--- src/rtl/ddr_port_arbiter_if.sv ---
// Client-side and controller-side signal bundle of the DDR user-port arbiter.
// The slave modport is the arbiter; the master modport drives clients and controller.
interface ddr_port_arbiter_if #(
    parameter int OWNERS = 2,
    parameter int UADDR  = 23,
    parameter int UWIDTH = 32,
    parameter int UBYTES = 4
);
    localparam int N = 2**OWNERS;

    logic [N-1:0]        c_rd_req_i;
    logic [N-1:0]        c_rd_block_i;
    logic [N*UADDR-1:0]  c_rd_addr_i;
    logic [N-1:0]        c_rd_ack_o;
    logic [N-1:0]        c_rd_ready_o;
    logic [UWIDTH-1:0]   c_rd_data_o;
    logic [N-1:0]        c_wr_req_i;
    logic [N*UADDR-1:0]  c_wr_addr_i;
    logic [N*UBYTES-1:0] c_wr_bes_ni;
    logic [N*UWIDTH-1:0] c_wr_data_i;
    logic [N-1:0]        c_wr_ack_o;

    logic                rd_req_o;
    logic                rd_block_o;
    logic [OWNERS-1:0]   rd_owner_o;
    logic [UADDR-1:0]    rd_addr_o;
    logic                rd_busy_i;
    logic [OWNERS-1:0]   rd_owner_i;
    logic [UWIDTH-1:0]   rd_data_i;
    logic                rd_ready_i;
    logic                wr_req_o;
    logic [UADDR-1:0]    wr_addr_o;
    logic [UBYTES-1:0]   wr_bes_no;
    logic [UWIDTH-1:0]   wr_data_o;
    logic                wr_busy_i;
    logic                err_o;

    modport slave (
        input  c_rd_req_i, c_rd_block_i, c_rd_addr_i,
        output c_rd_ack_o, c_rd_ready_o, c_rd_data_o,
        input  c_wr_req_i, c_wr_addr_i, c_wr_bes_ni, c_wr_data_i,
        output c_wr_ack_o,
        output rd_req_o, rd_block_o, rd_owner_o, rd_addr_o,
        input  rd_busy_i, rd_owner_i, rd_data_i, rd_ready_i,
        output wr_req_o, wr_addr_o, wr_bes_no, wr_data_o,
        input  wr_busy_i,
        output err_o
    );

    modport master (
        output c_rd_req_i, c_rd_block_i, c_rd_addr_i,
        input  c_rd_ack_o, c_rd_ready_o, c_rd_data_o,
        output c_wr_req_i, c_wr_addr_i, c_wr_bes_ni, c_wr_data_i,
        input  c_wr_ack_o,
        input  rd_req_o, rd_block_o, rd_owner_o, rd_addr_o,
        output rd_busy_i, rd_owner_i, rd_data_i, rd_ready_i,
        input  wr_req_o, wr_addr_o, wr_bes_no, wr_data_o,
        output wr_busy_i,
        input  err_o
    );
endinterface

--- src/rtl/ddr_port_arbiter.sv ---
// Round-robin sharing of the DDR user port among 2**OWNERS clients; one outstanding read per client.
// Issue and return both take one cycle; controller busy stalls only its own side, requests stay held.
module ddr_port_arbiter #(
    parameter int OWNERS      = 2,
    parameter int UADDR       = 23,
    parameter int UWIDTH      = 32,
    parameter int UBYTES      = 4,
    parameter int BLOCK_WORDS = 256
) (
    input  logic                clock_i,
    input  logic                reset_i,
    ddr_port_arbiter_if.slave   bus
);
    localparam int N  = 2**OWNERS;
    localparam int CW = $clog2(BLOCK_WORDS + 1);

    logic [OWNERS-1:0] rdptr;
    logic [OWNERS-1:0] wrptr;
    logic [N-1:0]      pend;
    logic [CW-1:0]     cnt [N];

    logic [N-1:0]      rd_elig;
    logic [N-1:0]      wr_elig;
    logic              rd_hit;
    logic              wr_hit;
    logic [OWNERS-1:0] rd_g;
    logic [OWNERS-1:0] wr_g;
    logic              rd_go;
    logic              wr_go;

    // Scan downward so the nearest client after the pointer is the last to assign.
    function automatic logic [OWNERS:0] rr_pick(input logic [N-1:0] elig,
                                                input logic [OWNERS-1:0] ptr);
        logic [OWNERS:0]   r;
        logic [OWNERS-1:0] idx;
        r = '0;
        for (int k = N; k >= 1; k--) begin
            idx = ptr + OWNERS'(k);
            if (elig[idx]) r = {1'b1, idx};
        end
        return r;
    endfunction

    always_comb begin
        rd_elig = bus.c_rd_req_i & ~pend & ~bus.c_rd_ack_o;
        wr_elig = bus.c_wr_req_i & ~bus.c_wr_ack_o;
        {rd_hit, rd_g} = rr_pick(rd_elig, rdptr);
        {wr_hit, wr_g} = rr_pick(wr_elig, wrptr);
        rd_go = rd_hit && !bus.rd_busy_i;
        wr_go = wr_hit && !bus.wr_busy_i;
    end

    always_ff @(posedge clock_i or posedge reset_i) begin
        if (reset_i) begin
            bus.rd_req_o     <= 1'b0;
            bus.rd_block_o   <= 1'b0;
            bus.rd_owner_o   <= '0;
            bus.rd_addr_o    <= '0;
            bus.c_rd_ack_o   <= '0;
            bus.c_rd_ready_o <= '0;
            bus.c_rd_data_o  <= '0;
            bus.wr_req_o     <= 1'b0;
            bus.wr_addr_o    <= '0;
            bus.wr_bes_no    <= '0;
            bus.wr_data_o    <= '0;
            bus.c_wr_ack_o   <= '0;
            bus.err_o        <= 1'b0;
            rdptr            <= '1;
            wrptr            <= '1;
            pend             <= '0;
            for (int i = 0; i < N; i++) cnt[i] <= '0;
        end else begin
            bus.rd_req_o     <= rd_go;
            bus.c_rd_ack_o   <= '0;
            bus.c_rd_ready_o <= '0;
            bus.wr_req_o     <= wr_go;
            bus.c_wr_ack_o   <= '0;

            // A pending client is never eligible, so return and issue never share an index.
            if (bus.rd_ready_i) begin
                bus.c_rd_ready_o[bus.rd_owner_i] <= 1'b1;
                bus.c_rd_data_o                  <= bus.rd_data_i;
                if (pend[bus.rd_owner_i]) begin
                    cnt[bus.rd_owner_i] <= cnt[bus.rd_owner_i] - CW'(1);
                    if (cnt[bus.rd_owner_i] == CW'(1)) pend[bus.rd_owner_i] <= 1'b0;
                end else begin
                    bus.err_o <= 1'b1;
                end
            end

            if (rd_go) begin
                bus.rd_addr_o    <= bus.c_rd_addr_i[rd_g*UADDR +: UADDR];
                bus.rd_block_o   <= bus.c_rd_block_i[rd_g];
                bus.rd_owner_o   <= rd_g;
                bus.c_rd_ack_o[rd_g] <= 1'b1;
                rdptr            <= rd_g;
                pend[rd_g]       <= 1'b1;
                cnt[rd_g]        <= bus.c_rd_block_i[rd_g] ? CW'(BLOCK_WORDS) : CW'(1);
            end

            if (wr_go) begin
                bus.wr_addr_o    <= bus.c_wr_addr_i[wr_g*UADDR +: UADDR];
                bus.wr_bes_no    <= bus.c_wr_bes_ni[wr_g*UBYTES +: UBYTES];
                bus.wr_data_o    <= bus.c_wr_data_i[wr_g*UWIDTH +: UWIDTH];
                bus.c_wr_ack_o[wr_g] <= 1'b1;
                wrptr            <= wr_g;
            end
        end
    end
endmodule

--- src/flat_wrapper.sv ---
// flat-port wrapper written by rule: the top's interface ports become plain ports
module ddr_port_arbiter_flat 
#(
    parameter int OWNERS      = 2,
    parameter int UADDR       = 23,
    parameter int UWIDTH      = 32,
    parameter int UBYTES      = 4,
    parameter int BLOCK_WORDS = 256
)
  (clock_i, reset_i, bus_c_rd_req_i, bus_c_rd_block_i, bus_c_rd_addr_i, bus_c_rd_ack_o, bus_c_rd_ready_o, bus_c_rd_data_o, bus_c_wr_req_i, bus_c_wr_addr_i, bus_c_wr_bes_ni, bus_c_wr_data_i, bus_c_wr_ack_o, bus_rd_req_o, bus_rd_block_o, bus_rd_owner_o, bus_rd_addr_o, bus_rd_busy_i, bus_rd_owner_i, bus_rd_data_i, bus_rd_ready_i, bus_wr_req_o, bus_wr_addr_o, bus_wr_bes_no, bus_wr_data_o, bus_wr_busy_i, bus_err_o);
  ddr_port_arbiter_if #(.OWNERS(OWNERS), .UADDR(UADDR), .UWIDTH(UWIDTH), .UBYTES(UBYTES)) bus_i ();
  input  logic clock_i;
  input  logic reset_i;
  input wire logic [$bits(bus_i.c_rd_req_i)-1:0] bus_c_rd_req_i;
  input wire logic [$bits(bus_i.c_rd_block_i)-1:0] bus_c_rd_block_i;
  input wire logic [$bits(bus_i.c_rd_addr_i)-1:0] bus_c_rd_addr_i;
  output wire logic [$bits(bus_i.c_rd_ack_o)-1:0] bus_c_rd_ack_o;
  output wire logic [$bits(bus_i.c_rd_ready_o)-1:0] bus_c_rd_ready_o;
  output wire logic [$bits(bus_i.c_rd_data_o)-1:0] bus_c_rd_data_o;
  input wire logic [$bits(bus_i.c_wr_req_i)-1:0] bus_c_wr_req_i;
  input wire logic [$bits(bus_i.c_wr_addr_i)-1:0] bus_c_wr_addr_i;
  input wire logic [$bits(bus_i.c_wr_bes_ni)-1:0] bus_c_wr_bes_ni;
  input wire logic [$bits(bus_i.c_wr_data_i)-1:0] bus_c_wr_data_i;
  output wire logic [$bits(bus_i.c_wr_ack_o)-1:0] bus_c_wr_ack_o;
  output wire logic [$bits(bus_i.rd_req_o)-1:0] bus_rd_req_o;
  output wire logic [$bits(bus_i.rd_block_o)-1:0] bus_rd_block_o;
  output wire logic [$bits(bus_i.rd_owner_o)-1:0] bus_rd_owner_o;
  output wire logic [$bits(bus_i.rd_addr_o)-1:0] bus_rd_addr_o;
  input wire logic [$bits(bus_i.rd_busy_i)-1:0] bus_rd_busy_i;
  input wire logic [$bits(bus_i.rd_owner_i)-1:0] bus_rd_owner_i;
  input wire logic [$bits(bus_i.rd_data_i)-1:0] bus_rd_data_i;
  input wire logic [$bits(bus_i.rd_ready_i)-1:0] bus_rd_ready_i;
  output wire logic [$bits(bus_i.wr_req_o)-1:0] bus_wr_req_o;
  output wire logic [$bits(bus_i.wr_addr_o)-1:0] bus_wr_addr_o;
  output wire logic [$bits(bus_i.wr_bes_no)-1:0] bus_wr_bes_no;
  output wire logic [$bits(bus_i.wr_data_o)-1:0] bus_wr_data_o;
  input wire logic [$bits(bus_i.wr_busy_i)-1:0] bus_wr_busy_i;
  output wire logic [$bits(bus_i.err_o)-1:0] bus_err_o;
  assign bus_i.c_rd_req_i = bus_c_rd_req_i;
  assign bus_i.c_rd_block_i = bus_c_rd_block_i;
  assign bus_i.c_rd_addr_i = bus_c_rd_addr_i;
  assign bus_c_rd_ack_o = bus_i.c_rd_ack_o;
  assign bus_c_rd_ready_o = bus_i.c_rd_ready_o;
  assign bus_c_rd_data_o = bus_i.c_rd_data_o;
  assign bus_i.c_wr_req_i = bus_c_wr_req_i;
  assign bus_i.c_wr_addr_i = bus_c_wr_addr_i;
  assign bus_i.c_wr_bes_ni = bus_c_wr_bes_ni;
  assign bus_i.c_wr_data_i = bus_c_wr_data_i;
  assign bus_c_wr_ack_o = bus_i.c_wr_ack_o;
  assign bus_rd_req_o = bus_i.rd_req_o;
  assign bus_rd_block_o = bus_i.rd_block_o;
  assign bus_rd_owner_o = bus_i.rd_owner_o;
  assign bus_rd_addr_o = bus_i.rd_addr_o;
  assign bus_i.rd_busy_i = bus_rd_busy_i;
  assign bus_i.rd_owner_i = bus_rd_owner_i;
  assign bus_i.rd_data_i = bus_rd_data_i;
  assign bus_i.rd_ready_i = bus_rd_ready_i;
  assign bus_wr_req_o = bus_i.wr_req_o;
  assign bus_wr_addr_o = bus_i.wr_addr_o;
  assign bus_wr_bes_no = bus_i.wr_bes_no;
  assign bus_wr_data_o = bus_i.wr_data_o;
  assign bus_i.wr_busy_i = bus_wr_busy_i;
  assign bus_err_o = bus_i.err_o;
  ddr_port_arbiter #(.OWNERS(OWNERS), .UADDR(UADDR), .UWIDTH(UWIDTH), .UBYTES(UBYTES), .BLOCK_WORDS(BLOCK_WORDS)) u_core (.clock_i(clock_i), .reset_i(reset_i), .bus(bus_i));
endmodule
--- config.mk ---
export PLATFORM = sky130hd
export DESIGN_NAME = ddr_port_arbiter_flat
export DESIGN_NICKNAME = d
export VERILOG_FILES = /design/src/rtl/ddr_port_arbiter_if.sv /design/src/rtl/ddr_port_arbiter.sv /design/src/flat_wrapper.sv
export SDC_FILE = /design/constraint.sdc
export NUM_CORES = 1
export LEC_CHECK = 0
export CAP_MARGIN = 30
export CORE_AREA = 5 5 194 196
export DETAILED_ROUTE_END_ITERATION = 10
export DIE_AREA = 0 0 199 201
export SETUP_SLACK_MARGIN = 0.2
export SYNTH_ARGS = -nofsm -noshare
export SYNTH_HDL_FRONTEND = slang
export SYNTH_SLANG_ARGS = --single-unit
--- constraint.sdc ---
create_clock -name clock_i -period 15.4 [get_ports clock_i]
set_clock_uncertainty 0.15 [all_clocks]
set_input_delay 3.08 -clock clock_i [delete_from_list [all_inputs] [get_ports clock_i]]
set_output_delay 3.08 -clock clock_i [all_outputs]
set_load 0.1 [all_outputs]
After elaboration in Yosys (flattened, before gate mapping)
Cells that the tools add are included.
- input port bits: 379
- word-level logic and storage cells: 128
- output and inout port bits: 132
- flip-flop bits (word level): 176
- bitwise gates (word level): 12
- shifts and indexed selects: 4
- $lt $le $gt $ge: 18
- $mul: 2
- equality and inequality tests: 1
- reduce and logical (&&, ||, !) cells: 10
- $add $sub $neg: 7
- multiplexer cells: 54
- operators with widths (kind ; number):
    92-bit by 8-bit variable part select with 23-bit output ; 2
    128-bit by 8-bit variable part select with 32-bit output ; 1
    36-bit two-way mux ; 3
    36-bit bitwise mux ; 2
    9-bit two-way mux ; 5
    9-bit demux with 2-bit select ; 2
    2-bit by 3-bit < comparator with 1-bit output, second input constant ; 11
    4-bit two-way mux ; 7
    3-bit two-way mux ; 8
    1-bit binary-select mux with 2-bit select ; 10
    9-bit binary-select mux with 2-bit select ; 1
    4-bit bitwise AND ; 4
    4-bit inverter ; 4
    16-bit by 5-bit variable part select with 4-bit output ; 1
    2-bit by 5-bit multiplier with 7-bit output, second input constant ; 2
    1-bit two-way mux ; 13
    9-bit by 1-bit == test with 1-bit output, second input constant ; 1
    9-bit by 1-bit subtractor with 9-bit output, second input constant ; 1
    2-bit adder, second input constant ; 4
    1-bit logical AND ; 7
    1-bit demux with 2-bit select ; 3
    2-bit by 1-bit greater-or-equal comparator with 1-bit output, second input constant ; 3
    3-bit greater-or-equal comparator, second input constant ; 2
    3-bit by 1-bit < comparator with 1-bit output, second input constant ; 2
    6 further kinds ; 9

Longest topological paths before layout
Gate-level depths: netlist of run 1.
- word-level depth: 16
- gate-level depth with buffers: 9
- depth with buffers taken out: 7

Least setup slack after synthesis of run 1
OpenSTA, ideal clock, no wires.
- path type: input -> register
- start point: input bus_rd_owner_i[0]
- end point: register u_core.cnt[35] (netlist bit)
- slack: 10132 ps
- arrival: 4993 ps
- buffers on the path: 2
- data required time: 15125 ps
- stages on the path: 9
- library setup time: 125 ps
- cells stage by stage: buf_6 -> buf_12 -> mux4_1 -> inv_2 -> ha_1 -> nand3_1 -> xnor2_2 -> mux2_2 -> mux2_2
- cells in the longest elaborated chain, start to end: 10
- elaborated cells between the ends (all ways): 17
- classes of those cells: add/sub (1); order compare (2); mux (12); bitwise (1); reduce/logical (1)
- ends and longest elaborated chain (item ; line ; RTL):
    start, declared ; flat_wrapper.sv:30 ; input wire logic [$bits(bus_i.rd_owner_i)-1:0] bus_rd_owner_i;
    2-bit inverter with 3-bit output (implied by the code) ; ddr_port_arbiter.sv:84 ; cnt[bus.rd_owner_i] <= cnt[bus.rd_owner_i] - CW'(1);
    9-bit binary-select mux with 2-bit select, or another cell as far along ; ddr_port_arbiter.sv:84 ;
    9-bit two-way mux (implied by the code) / 1-bit logical AND (equally long branches) ; ddr_port_arbiter.sv:84 ;
    9-bit two-way mux (implied by the code) ; ddr_port_arbiter.sv:84 ;
    9-bit by 1-bit subtractor with 9-bit output / 9-bit demux with 2-bit select (equally long branches) ; ddr_port_arbiter.sv:84 ;
    36-bit bitwise mux ; ddr_port_arbiter.sv:84 ;
    36-bit two-way mux * ; ddr_port_arbiter.sv:83 ; if (pend[bus.rd_owner_i]) begin
    36-bit two-way mux * ; ddr_port_arbiter.sv:80 ; if (bus.rd_ready_i) begin
    36-bit bitwise mux ; ddr_port_arbiter.sv:98 ; cnt[rd_g] <= bus.c_rd_block_i[rd_g] ? CW'(BLOCK_WORDS) : CW'(1);
    36-bit two-way mux * ; ddr_port_arbiter.sv:91 ; if (rd_go) begin
    end signal, assigned by index ; ddr_port_arbiter.sv:84 ;
    end signal, assigned by index ; ddr_port_arbiter.sv:98 ;
    end, declared ; ddr_port_arbiter.sv:20 ; logic [CW-1:0] cnt [N];
Mark *: on every way between the ends. The rest lies on a longest branch, timed or not. The select of a mux whose other input is x is not followed.
A chain may end at the register's enable or synchronous reset.

Worst setup path in the final report of run 1
- start point: input bus_c_wr_req_i[1]
- end point: register u_core.bus.wr_bes_no[0]
- cells in the longest elaborated chain, start to end: 8
- elaborated cells between the ends (all ways): 15
- classes of those cells: shift (1); mux (12); bitwise (1); reduce/logical (1)
- ends and longest elaborated chain (item ; line ; RTL):
    start, declared ; flat_wrapper.sv:20 ; input wire logic [$bits(bus_i.c_wr_req_i)-1:0] bus_c_wr_req_i;
    4-bit bitwise AND * ; ddr_port_arbiter.sv:46 ; wr_elig = bus.c_wr_req_i & ~bus.c_wr_ack_o;
    1-bit binary-select mux with 2-bit select ; ddr_port_arbiter.sv:39 ; if (elig[idx]) r = {1'b1, idx};
    1-bit two-way mux (implied by the code) ; ddr_port_arbiter.sv:39 ;
    3-bit two-way mux (3 in series) ; ddr_port_arbiter.sv:39 ;
    3-bit two-way mux * ; ddr_port_arbiter.sv:39 ;
    16-bit by 5-bit variable part select with 4-bit output / 1-bit logical AND (equally long branches) ; ddr_port_arbiter.sv:103, ddr_port_arbiter.sv:50 ;
    end signal, assigned ; ddr_port_arbiter.sv:103 ; bus.wr_bes_no <= bus.c_wr_bes_ni[wr_g*UBYTES +: UBYTES];
    end, declared ; ddr_port_arbiter_if.sv:45 ; output wr_req_o, wr_addr_o, wr_bes_no, wr_data_o,
Marked as above.

==> impl_metrics.toml, run 1 <==
[hold_path]
hold_end = "u_core.bus.err_o"
hold_depth = 1
hold_class = "register to register"
hold_start = "u_core.bus.err_o"

[setup_path]
cp.required_ns = 15.53
r2r_end = "u_core.bus.wr_bes_no[0]"
crit_arrival_ns = 6.34
cp_slowest_cell = "buf_4"
r2r_start = "u_core.bus.c_wr_ack_o[1]"
crit_chain = "clkdlybuf4s50_1 -> nand2b_1 -> o21ai_0 -> a221oi_4 -> buf_4 -> mux2_2 -> a222oi_1 -> a21oi_1"
cp-start-kind = "input port"
r2r_cells = 7
rrSetupSlack_ns = 11.87
crit_fanout = 59
end_kind = "register"
path_class = "input port to register"
slowest_delay_ns = 0.72

[detailed_routing]
drcViolationCount = 0
num_vias = 8953
ant_nets = 0
wl_um = 39670
wire_per_inst_um = 21.86
viasPerCell = 4.933
drtPass1Iterations = 8
drtIter0Drc = 719

[logic_synthesis]
syn-num-nets = 1214
post_synth_num_cell_types = 64
ys_seq_area_share_pct = 48.02
synth-edff-count = 0
synth_top_cell_by_area = "dfrtp_1"
synth_ff_type = "dfrtp_1"
synth-async-reset-ratio_pct = 100.0
synth_top_area_share_pct = 46.87
syn_inst = 833
ys_top_cells_by_area = "dfrtp_1, mux2_2, a222oi_1, nor2_1, a21oi_1"
yosysWarnings = 0
synth_area_um2 = 9183
postSynthAreaPerCell_um2 = 11.02
ys_seq_elements = 176

[power]
clkPwrFrac_pct = 14.1
p_per_area_nw_per_um2 = 196.5
p_int_mw = 1.512
p_leak_nw = 6.254
ir_drop_mv = 0.1150
switching_share_pct = 51.96
pwr-share-seq_pct = 23.2
switchingPower_mw = 1.635
p_comb_share_pct = 62.7

[timing]
fin_crit_ns = 6.206
setup_violations = 0
max_freq_mhz = 161.1
finalCritPeriodShare_pct = 40.30
timing_hold_violations_final = 0
fin_setup_tns_ns = 0
worst_pin_slew_ns = 1.053
slew_viol_final = 0
grt_setup_unrepaired = "false"
relSlewSlack_pct = 29.55

[placed_design]
port_buffers = 510
dp_cells = 1773
hpwl_um = 30450
gp_congestion = 0.8337

[clock_network]
clockRootBuffer = "clkbuf_16"
postCtsSetupBuffers = 0
clk_pin_slew_ns = 0.09
cts_buffers = 17
postCtsResizedCells = 0
clk_latency_ns = 0.44
cts_sinks = 176
htreeDepth = 4
cts_tree = "built"
cts.path.max_buffers = 2
hold_buffers = 0

[floorplanning]
rows = 70
die-area_um2 = 40000
die_x_um = 199
core_um2 = 35910
die_h_um = 201
initial_utilization_pct = 25.57
num_io_pins = 511

[run]
maxCapViolations = 0

[global_routing]
grt_pass1_vias = 9465
overflow = 0
antenna_found_initial = 8
grt_pass1_wl_um = 58310
grt_use_total_pct = 18.85
grt_max_degree = 75

[finish]
area_growth_pct = 74.42
final_cells = 1815
drive_above_1_share_pct = 15.45
nets = 1708

[run_status]
status = "finished clean"
[worst max-delay path: cells and delay by family]
kind / cells / cell delay, ns
AOI/OAI and AO/OA: 4 / 1.31
buffers and inverters: 2 / 1.15
muxes: 1 / 0.42
and+or+nand+nor: 1 / 0.35
[synth_stat cells, types with 5 or more instances]
master,count
buf_1,5
nor3_1,6
o21ai_0,12
a21oi_1,84
buf_2,11
dfrtp_1,172
clkbuf_1,52
xnor2_1,5
nor2_1,123
nor3b_1,6
inv_1,6
mux2i_1,22
a221oi_1,8
a222oi_1,71
and2_1,5
mux4_1,7
a211oi_1,26
o22ai_1,16
mux2_2,105
nand2_1,15
[per-layer routing]
metal	global-route usage (%)	share of wire, %	vias to the layer above
met1	22.21	39	4324
met4	5.349	1.7	2
met3	4.851	7.9	37
met5	0	0.033	-
met2	33.68	52	383
li1	-	-	4207
[sequential cells by signal, summed over array words and instances (netlist names)]
register and flops:
u_core.bus.rd_block_o 1, u_core.bus.err_o 1, u_core.cnt 36, u_core.bus.rd_owner_o 2, u_core.pend 4, u_core.wrptr 2, u_core.bus.c_rd_data_o 32, u_core.bus.rd_req_o 1
u_core.bus.c_rd_ack_o 4, u_core.bus.wr_data_o 32, u_core.bus.rd_addr_o 23, u_core.rdptr 2, u_core.bus.c_rd_ready_o 4, u_core.bus.wr_addr_o 23, u_core.bus.c_wr_ack_o 4, u_core.bus.wr_req_o 1
u_core.bus.wr_bes_no 4
[metrics by stage]
stage	setup slack, ns	instance area [um2]	util (%)	hold WS (ns)	power, mW
after CTS	9.267	15930	44.37	0.3623	3.177
after global placement	8.890	14710	40.97	0.3276	2.572
after floorplan	7.403	9183	-	0.3274	2.050
final	9.194	16020	44.60	0.3499	3.147
after detailed placement	8.805	15330	42.69	0.3439	2.716
after global routing	9.061	16020	44.60	0.3834	3.290
[cells by family after synthesis]
family	share of synthesized area, %
compound gates	19.10
simple gates	9.470
flops	48.02
mux	18.50
buf+inv	3.883
xor+xnor	0.7495
fa+ha+maj	0.2725
[layout make-up]
cell class | instances | area [um2]
fillers | 3406 | 19890
repair buffers | 548 | 5873
multi-input cells | 575 | 4489
flip-flops and latches | 176 | 4409
well taps | 468 | 585.6
clock buffers | 17 | 425.4
clock inverters | 15 | 177.7
inverters | 9 | 38.79
diodes | 7 | 17.52
[power by group through the flow]
stage / Combinational, mW / Clock [mW] / Sequential, mW
finish: 1.97 / 0.444 / 0.729
global route: 2.06 / 0.479 / 0.751
CTS: 1.99 / 0.461 / 0.730
detailed placement: 1.98 / 0 / 0.735
global placement: 1.84 / 0 / 0.734
floorplan: 0.555 / 0 / 1.49
[placed cells by master, fill, tap and decap left out, types with 4 or more instances in the layout]
| cell type | count |
|---|---|
| o21ai_0 | 12 |
| xnor2_1 | 5 |
| nor2_1 | 122 |
| mux4_1 | 7 |
| and2_1 | 5 |
| a211oi_1 | 26 |
| dfstp_2 | 4 |
| mux2i_1 | 22 |
| a21o_1 | 4 |
| nand3_1 | 4 |
| buf_16 | 24 |
| a21oi_1 | 83 |
| mux2_2 | 105 |
| nor3_1 | 4 |
| dfrtp_1 | 172 |
| mux2_1 | 4 |
| o22ai_1 | 15 |
| inv_8 | 4 |
| nor3b_1 | 6 |
| inv_6 | 5 |
| a222oi_1 | 71 |
| clkdlybuf4s50_1 | 509 |
| clkbuf_16 | 17 |
| a221oi_1 | 8 |
| buf_4 | 12 |
| nor2b_1 | 4 |
| nand2_1 | 15 |
| diode_2 | 7 |
| nand2b_1 | 4 |
| inv_1 | 5 |
| clkinv_8 | 5 |
[worst max-delay path by stage]
| stage | startpoint | endpoint | slack, ns | depth (start not counted) |
|---|---|---|---|---|
| 2_1_floorplan | reset_i | u_core.bus.c_rd_ack_o[0] | 7.40 | 1 |
| 3_3_place_gp | bus_c_wr_req_i[1] | u_core.bus.wr_bes_no[0] | 8.89 | 8 |
| 3_5_place_dp | bus_c_wr_req_i[1] | u_core.bus.wr_bes_no[0] | 8.81 | 8 |
| 4_1_cts | bus_c_wr_req_i[1] | u_core.bus.wr_bes_no[0] | 9.27 | 8 |
| 5_1_grt | bus_c_wr_req_i[2] | u_core.bus.wr_bes_no[0] | 9.06 | 8 |
| 6_report | bus_c_wr_req_i[1] | u_core.bus.wr_bes_no[0] | 9.19 | 8 |
Power figures use the tool's default switching activity.
==> inputs of run 2 (changes only) <==
--- a/config.mk
+++ b/config.mk
@@ -6,9 +6,9 @@
 export NUM_CORES = 1
 export LEC_CHECK = 0
 export CAP_MARGIN = 30
-export CORE_AREA = 5 5 194 196
+export CORE_AREA = 5 5 197 199
 export DETAILED_ROUTE_END_ITERATION = 10
-export DIE_AREA = 0 0 199 201
+export DIE_AREA = 0 0 202 204
 export SETUP_SLACK_MARGIN = 0.2
 export SYNTH_ARGS = -nofsm -noshare
 export SYNTH_HDL_FRONTEND = slang
==> constraint.sdc (replaced) <==
create_clock -name clock_i -period 5.55 [get_ports clock_i]
set_clock_uncertainty 0.15 [all_clocks]
set_input_delay 1.11 -clock clock_i [delete_from_list [all_inputs] [get_ports clock_i]]
set_output_delay 1.11 -clock clock_i [all_outputs]
set_load 0.1 [all_outputs]
==> run 2 against run 1 <==
  * Largest cell class unchanged
  * Cell area increased by 0.20%
  * Cell count decreased by 0.11%
  * First-iteration DRC count increased by 4.3%
  * Wire length decreased by 2.0%
==> impl_metrics.toml, run 2 (synthesis gave the netlist of run 1 again) <==
[timing]
fin_setup_tns_ns = 0
finalCritPeriodShare_pct = 71.33
timing_hold_violations_final = 0
max_freq_mhz = 252.6
fin_crit_ns = 3.959
fin_ws_ns = 1.591
relSlewSlack_pct = 30.70
slew_viol_final = 0
setup_violations = 0
worst_pin_slew_ns = 1.036
grt_setup_unrepaired = "false"

[finish]
multi_input_area_um2 = 4489
n_antenna_cell = 0
seq_area_um2 = 4409
largest_reg_flops = 36
reg.largest.list = "u_core.cnt: 36 flops, u_core.bus.c_rd_data_o: 32 flops, u_core.bus.wr_data_o: 32 flops"
drive_above_1_share_pct = 15.38
final_cells = 1813
top_register = "u_core.cnt"
fill_cells = 3449
final_common_cell = "clkdlybuf4s50_1"
nets = 1707
fin_area_um2 = 16050
final_cell_mix = "clkdlybuf4s50_1, dfrtp_1, nor2_1, mux2_2, a21oi_1"
area_growth_pct = 74.78

[detailed_routing]
drcViolationCount = 0
wire_per_inst_um = 21.45
drtIter0Drc = 750
wl_um = 38880
num_vias = 9078
drtPass1Iterations = 6
ant_nets = 0
viasPerCell = 5.007

[placed_design]
port_buffers = 510
hpwl_um = 29840
gp_congestion = 0.8212
placed_area_um2 = 15430
place_ws_ns = 1.129
dp_cells = 1781

[power]
ir_drop_mv = 0.3766
power_mw = 8.861
p_per_area_nw_per_um2 = 552.1
p_leak_nw = 6.265

[global_routing]
grt_max_degree = 177
grt_pass1_vias = 9407
grt_pass1_wl_um = 57830
grt_use_total_pct = 18.01
overflow = 0
antenna_found_initial = 0

[clock_network]
postCtsResizedCells = 0
postCtsSetupBuffers = 0
cts_buffers = 17
cts.path.max_buffers = 2
cts_tree = "built"
hold_buffers = 0
clk_latency_ns = 0.45
clk_pin_slew_ns = 0.08
htreeDepth = 4
cts_sinks = 176
clockRootBuffer = "clkbuf_16"

[setup_path]
cp-start-kind = "input port"
end_kind = "register"
cp.required_ns = 5.74
crit_fanout = 14
path_class = "input port to register"
crit_arrival_ns = 4.15

[floorplanning]
core_um2 = 37040
die_x_um = 202
num_io_pins = 511
die-area_um2 = 41210
initial_utilization_pct = 24.79
die_h_um = 204
rows = 71

[run]
maxCapViolations = 0

[run_status]
status = "finished clean"

[hold_path]
hold_class = "register to register"
==> run 2: cell count changes in the layout (fill, tap and decap cells not counted) <==
cell	change
buf_4	-1
clkinv_4	+1
clkinvlp_4	+1
buf_12	+3
inv_8	-1
diode_2	-7
buf_2	-1
inv_6	-2
bufinv_16	+1
buf_6	-2
==> run 2: power breakdown <==
part	switching, mW	total (mW)	internal, mW	leakage (nW)
Combinational	3.66	5.56	1.90	3.93
Sequential	0.297	2.04	1.74	2.04
Clock	0.608	1.26	0.651	0.298
Total	4.57	8.86	4.29	6.27
==> run 2: routing by layer <==
metal	GRT usage (%)	share of wire, %	up-vias
li1	-	-	4200
met1	22.07	40	4426
met2	31.05	50	408
met3	5.173	7.6	44
met4	5.029	2.0	0
met5	0	0	-
==> run 2: per-stage QoR <==
| stage | utilization, % | hold slack [ns] |
|---|---|---|
| final | 43.32 | 0.3382 |
| after global routing | 43.32 | 0.3683 |
| after CTS | 43.32 | 0.3453 |
| after detailed placement | 41.65 | 0.3243 |
| after global placement | 39.86 | 0.3136 |
| after floorplan | - | 0.3274 |
==> run 2: area by class of cell <==
| cell class | instances | share of cell area [%] |
|---|---|---|
| Tap cell | 474 | 3.695 |
| Multi-Input combinational cell | 575 | 27.97 |
| Sequential cell | 176 | 27.47 |
| Inverter | 9 | 0.2339 |
| Timing Repair Buffer | 547 | 36.75 |
| Clock inverter | 15 | 1.224 |
| Clock buffer | 17 | 2.651 |
==> run 2: path summary, 6_finish.rpt <==
kind | start | end | slack, ns | cells after the start
max | bus_rd_owner_i[0] | u_core.cnt[35] | 1.59 | 7
max in group asynchronous | reset_i | u_core.bus.c_wr_ack_o[3] | 3.36 | 3
max reg2reg | u_core.pend[1] | u_core.bus.rd_addr_o[11] | 2.54 | 7
min | u_core.bus.err_o | u_core.bus.err_o | 0.34 | 1
min reg2reg | u_core.bus.err_o | u_core.bus.err_o | 0.34 | 1
min in group asynchronous | reset_i | u_core.cnt[33] | 1.12 | 3
==> run 2: worst max-delay path: stages <==
cell and delay [ns]:
clkdlybuf4s50_1 0.95, mux4_1 0.75, nor4_1 0.42, nand3_1 0.19, xnor2_2 0.20, mux2_2 0.27
mux2_2 0.26
==> inputs of run 3 (changes only) <==
==> constraint.sdc (replaced) <==
create_clock -name clock_i -period 3.4 [get_ports clock_i]
set_clock_uncertainty 0.15 [all_clocks]
set_input_delay 0.68 -clock clock_i [delete_from_list [all_inputs] [get_ports clock_i]]
set_output_delay 0.68 -clock clock_i [all_outputs]
set_load 0.1 [all_outputs]
==> run 3 against run 2 <==
  * Via count up 0.99%
  * Cell area down 3.1%
  * Die area unchanged
  * Flip-flop and latch count unchanged
  * Non-clock buffer count up 28
  * Clock power up 67%
  * Highest routed layer unchanged
  * Worst setup slack worse by 1.2 ns
  * Register-to-register slack worse by 1.9 ns
  * Cell count up 1.5%
  * Wire length up 2.0%
==> impl_metrics.toml, run 3 (synthesis gave the netlist of run 1 again) <==
[run_status]
status = "finished clean"

[run]
maxCapViolations = 0

[power]
ir_drop_mv = 0.5192
p_per_area_nw_per_um2 = 903.3
p_leak_nw = 6.364

[setup_path]
path_class = "input port to register"
crit_arrival_ns = 3.21
cp-start-kind = "input port"
r2r_start = "u_core.pend[0]"
cp.required_ns = 3.57
crit_start = "bus_rd_owner_i[0]"
end_kind = "register"
crit_fanout = 6

[floorplanning]
die-area_um2 = 41210
rows = 71
die_x_um = 202
die_h_um = 204
initial_utilization_pct = 24.79
num_io_pins = 511
core_um2 = 37040

[detailed_routing]
num_vias = 9168
drtIter0Drc = 795
drcViolationCount = 0
wl_um = 39650
wire_per_inst_um = 21.54
ant_nets = 0
drtPass1Iterations = 7
viasPerCell = 4.980

[timing]
max_freq_mhz = 328.3
setup_violations = 0
holdWs_ns = 0.3372
worst_pin_slew_ns = 0.9399
timing_hold_violations_final = 0
relSlewSlack_pct = 37.24
finalCritPeriodShare_pct = 89.60
fin_crit_ns = 3.046
fin_setup_tns_ns = 0
slew_viol_final = 0
fin_ws_ns = 0.3537
grt_setup_unrepaired = "false"

[clock_network]
clk_pin_slew_ns = 0.07
cts.path.max_buffers = 2
clk_latency_ns = 0.43
cts_tree = "built"
postCtsResizedCells = 0
htreeDepth = 4
hold_buffers = 0
postCtsSetupBuffers = 0
cts_buffers = 17
cts_sinks = 176
clockRootBuffer = "clkbuf_16"

[placed_design]
gp_congestion = 0.8769
port_buffers = 510
place_ws_ns = -0.1901
hpwl_um = 31090

[finish]
seq_area_um2 = 4409
final_common_cell = "clkdlybuf4s50_1"
final_cell_mix = "clkdlybuf4s50_1, buf_4, dfrtp_1, nor2_1, mux2_2"
multi_input_area_um2 = 4491
reg.largest.list = "u_core.cnt: 36 flops, u_core.bus.c_rd_data_o: 32 flops, u_core.bus.wr_data_o: 32 flops"
top_register = "u_core.cnt"
largest_reg_flops = 36
nets = 1735
drive_above_1_share_pct = 26.65
fill_cells = 3544
area_growth_pct = 69.37

[global_routing]
overflow = 0
grt_pass1_vias = 9697
grt_use_total_pct = 18.41
antenna_found_initial = 1
grt_pass1_wl_um = 59410
grt_max_degree = 112

[hold_path]
hold_class = "register to register"
hold_start = "u_core.bus.err_o"
==> run 3: changes by cell type in the layout (fill, tap and decap cells not counted), moves of 2 or more <==
cell             delta
buf_12              +8
bufinv_16           +2
buf_4             +174
clkinv_8            -5
clkdlybuf4s50_1   -131
buf_16             -24
==> run 3: area by class of cell <==
| class | instances | area share (%) |
|---|---|---|
| Timing Repair Buffer | 575 | 34.75 |
| Multi-Input combinational cell | 575 | 28.87 |
| Inverter | 9 | 0.2414 |
| Sequential cell | 176 | 28.35 |
| Tap cell | 474 | 3.813 |
| Clock inverter | 13 | 1.134 |
| Clock buffer | 18 | 2.824 |
| Antenna cell | 1 | 0.01609 |
==> run 3: per-stage QoR <==
step | instance area [um2] | util, % | total power [mW] | instances
6_report | 15550 | 41.98 | 14.05 | 1841
5_1_grt | 15550 | 41.98 | 14.69 | 1841
4_1_cts | 15540 | 41.96 | 14.18 | 1840
3_5_place_dp | 14930 | 40.30 | 12.02 | 1809
3_3_place_gp | 14920 | 40.27 | 11.95 | 1808
2_1_floorplan | 9186 | - | 9.284 | 833
==> run 3: critical path, stage by stage <==
cell and delay, ns:
clkdlybuf4s50_1 0.65, mux4_1 0.66, nor4_2 0.37, nand3_1 0.17, xnor2_2 0.17, mux2_2 0.26, mux2_2 0.26
==> run 3: per-layer routing <==
| layer | vias up | wire, um | GRT usage (%) | part of all wire (%) |
|---|---|---|---|---|
| met2 | 393 | 20030 | 31.74 | 51 |
| li1 | 4243 | - | - | - |
| met3 | 34 | 2756 | 5.046 | 7.0 |
| met4 | 0 | 767 | 4.614 | 1.9 |
| met5 | - | 0 | 0 | 0 |
| met1 | 4498 | 16100 | 22.95 | 41 |
==> run 3: path summary, 6_finish.rpt <==
kind	endpoint	cells after the start	slack [ns]
max	u_core.cnt[35]	7	0.35
min	u_core.bus.err_o	1	0.34
max reg2reg	u_core.cnt[26]	6	0.65
min reg2reg	u_core.bus.err_o	1	0.34
max in group asynchronous	u_core.bus.wr_data_o[24]	3	1.93
min in group asynchronous	u_core.bus.rd_addr_o[20]	3	0.54
==> run 3: where the power goes <==
| group | internal [mW] | switching [mW] | total (mW) |
|---|---|---|---|
| logic | 2.66 | 5.93 | 8.59 |
| clock network | 1.19 | 0.913 | 2.10 |
| registers | 2.85 | 0.505 | 3.35 |
| total | 6.70 | 7.35 | 14.0 |
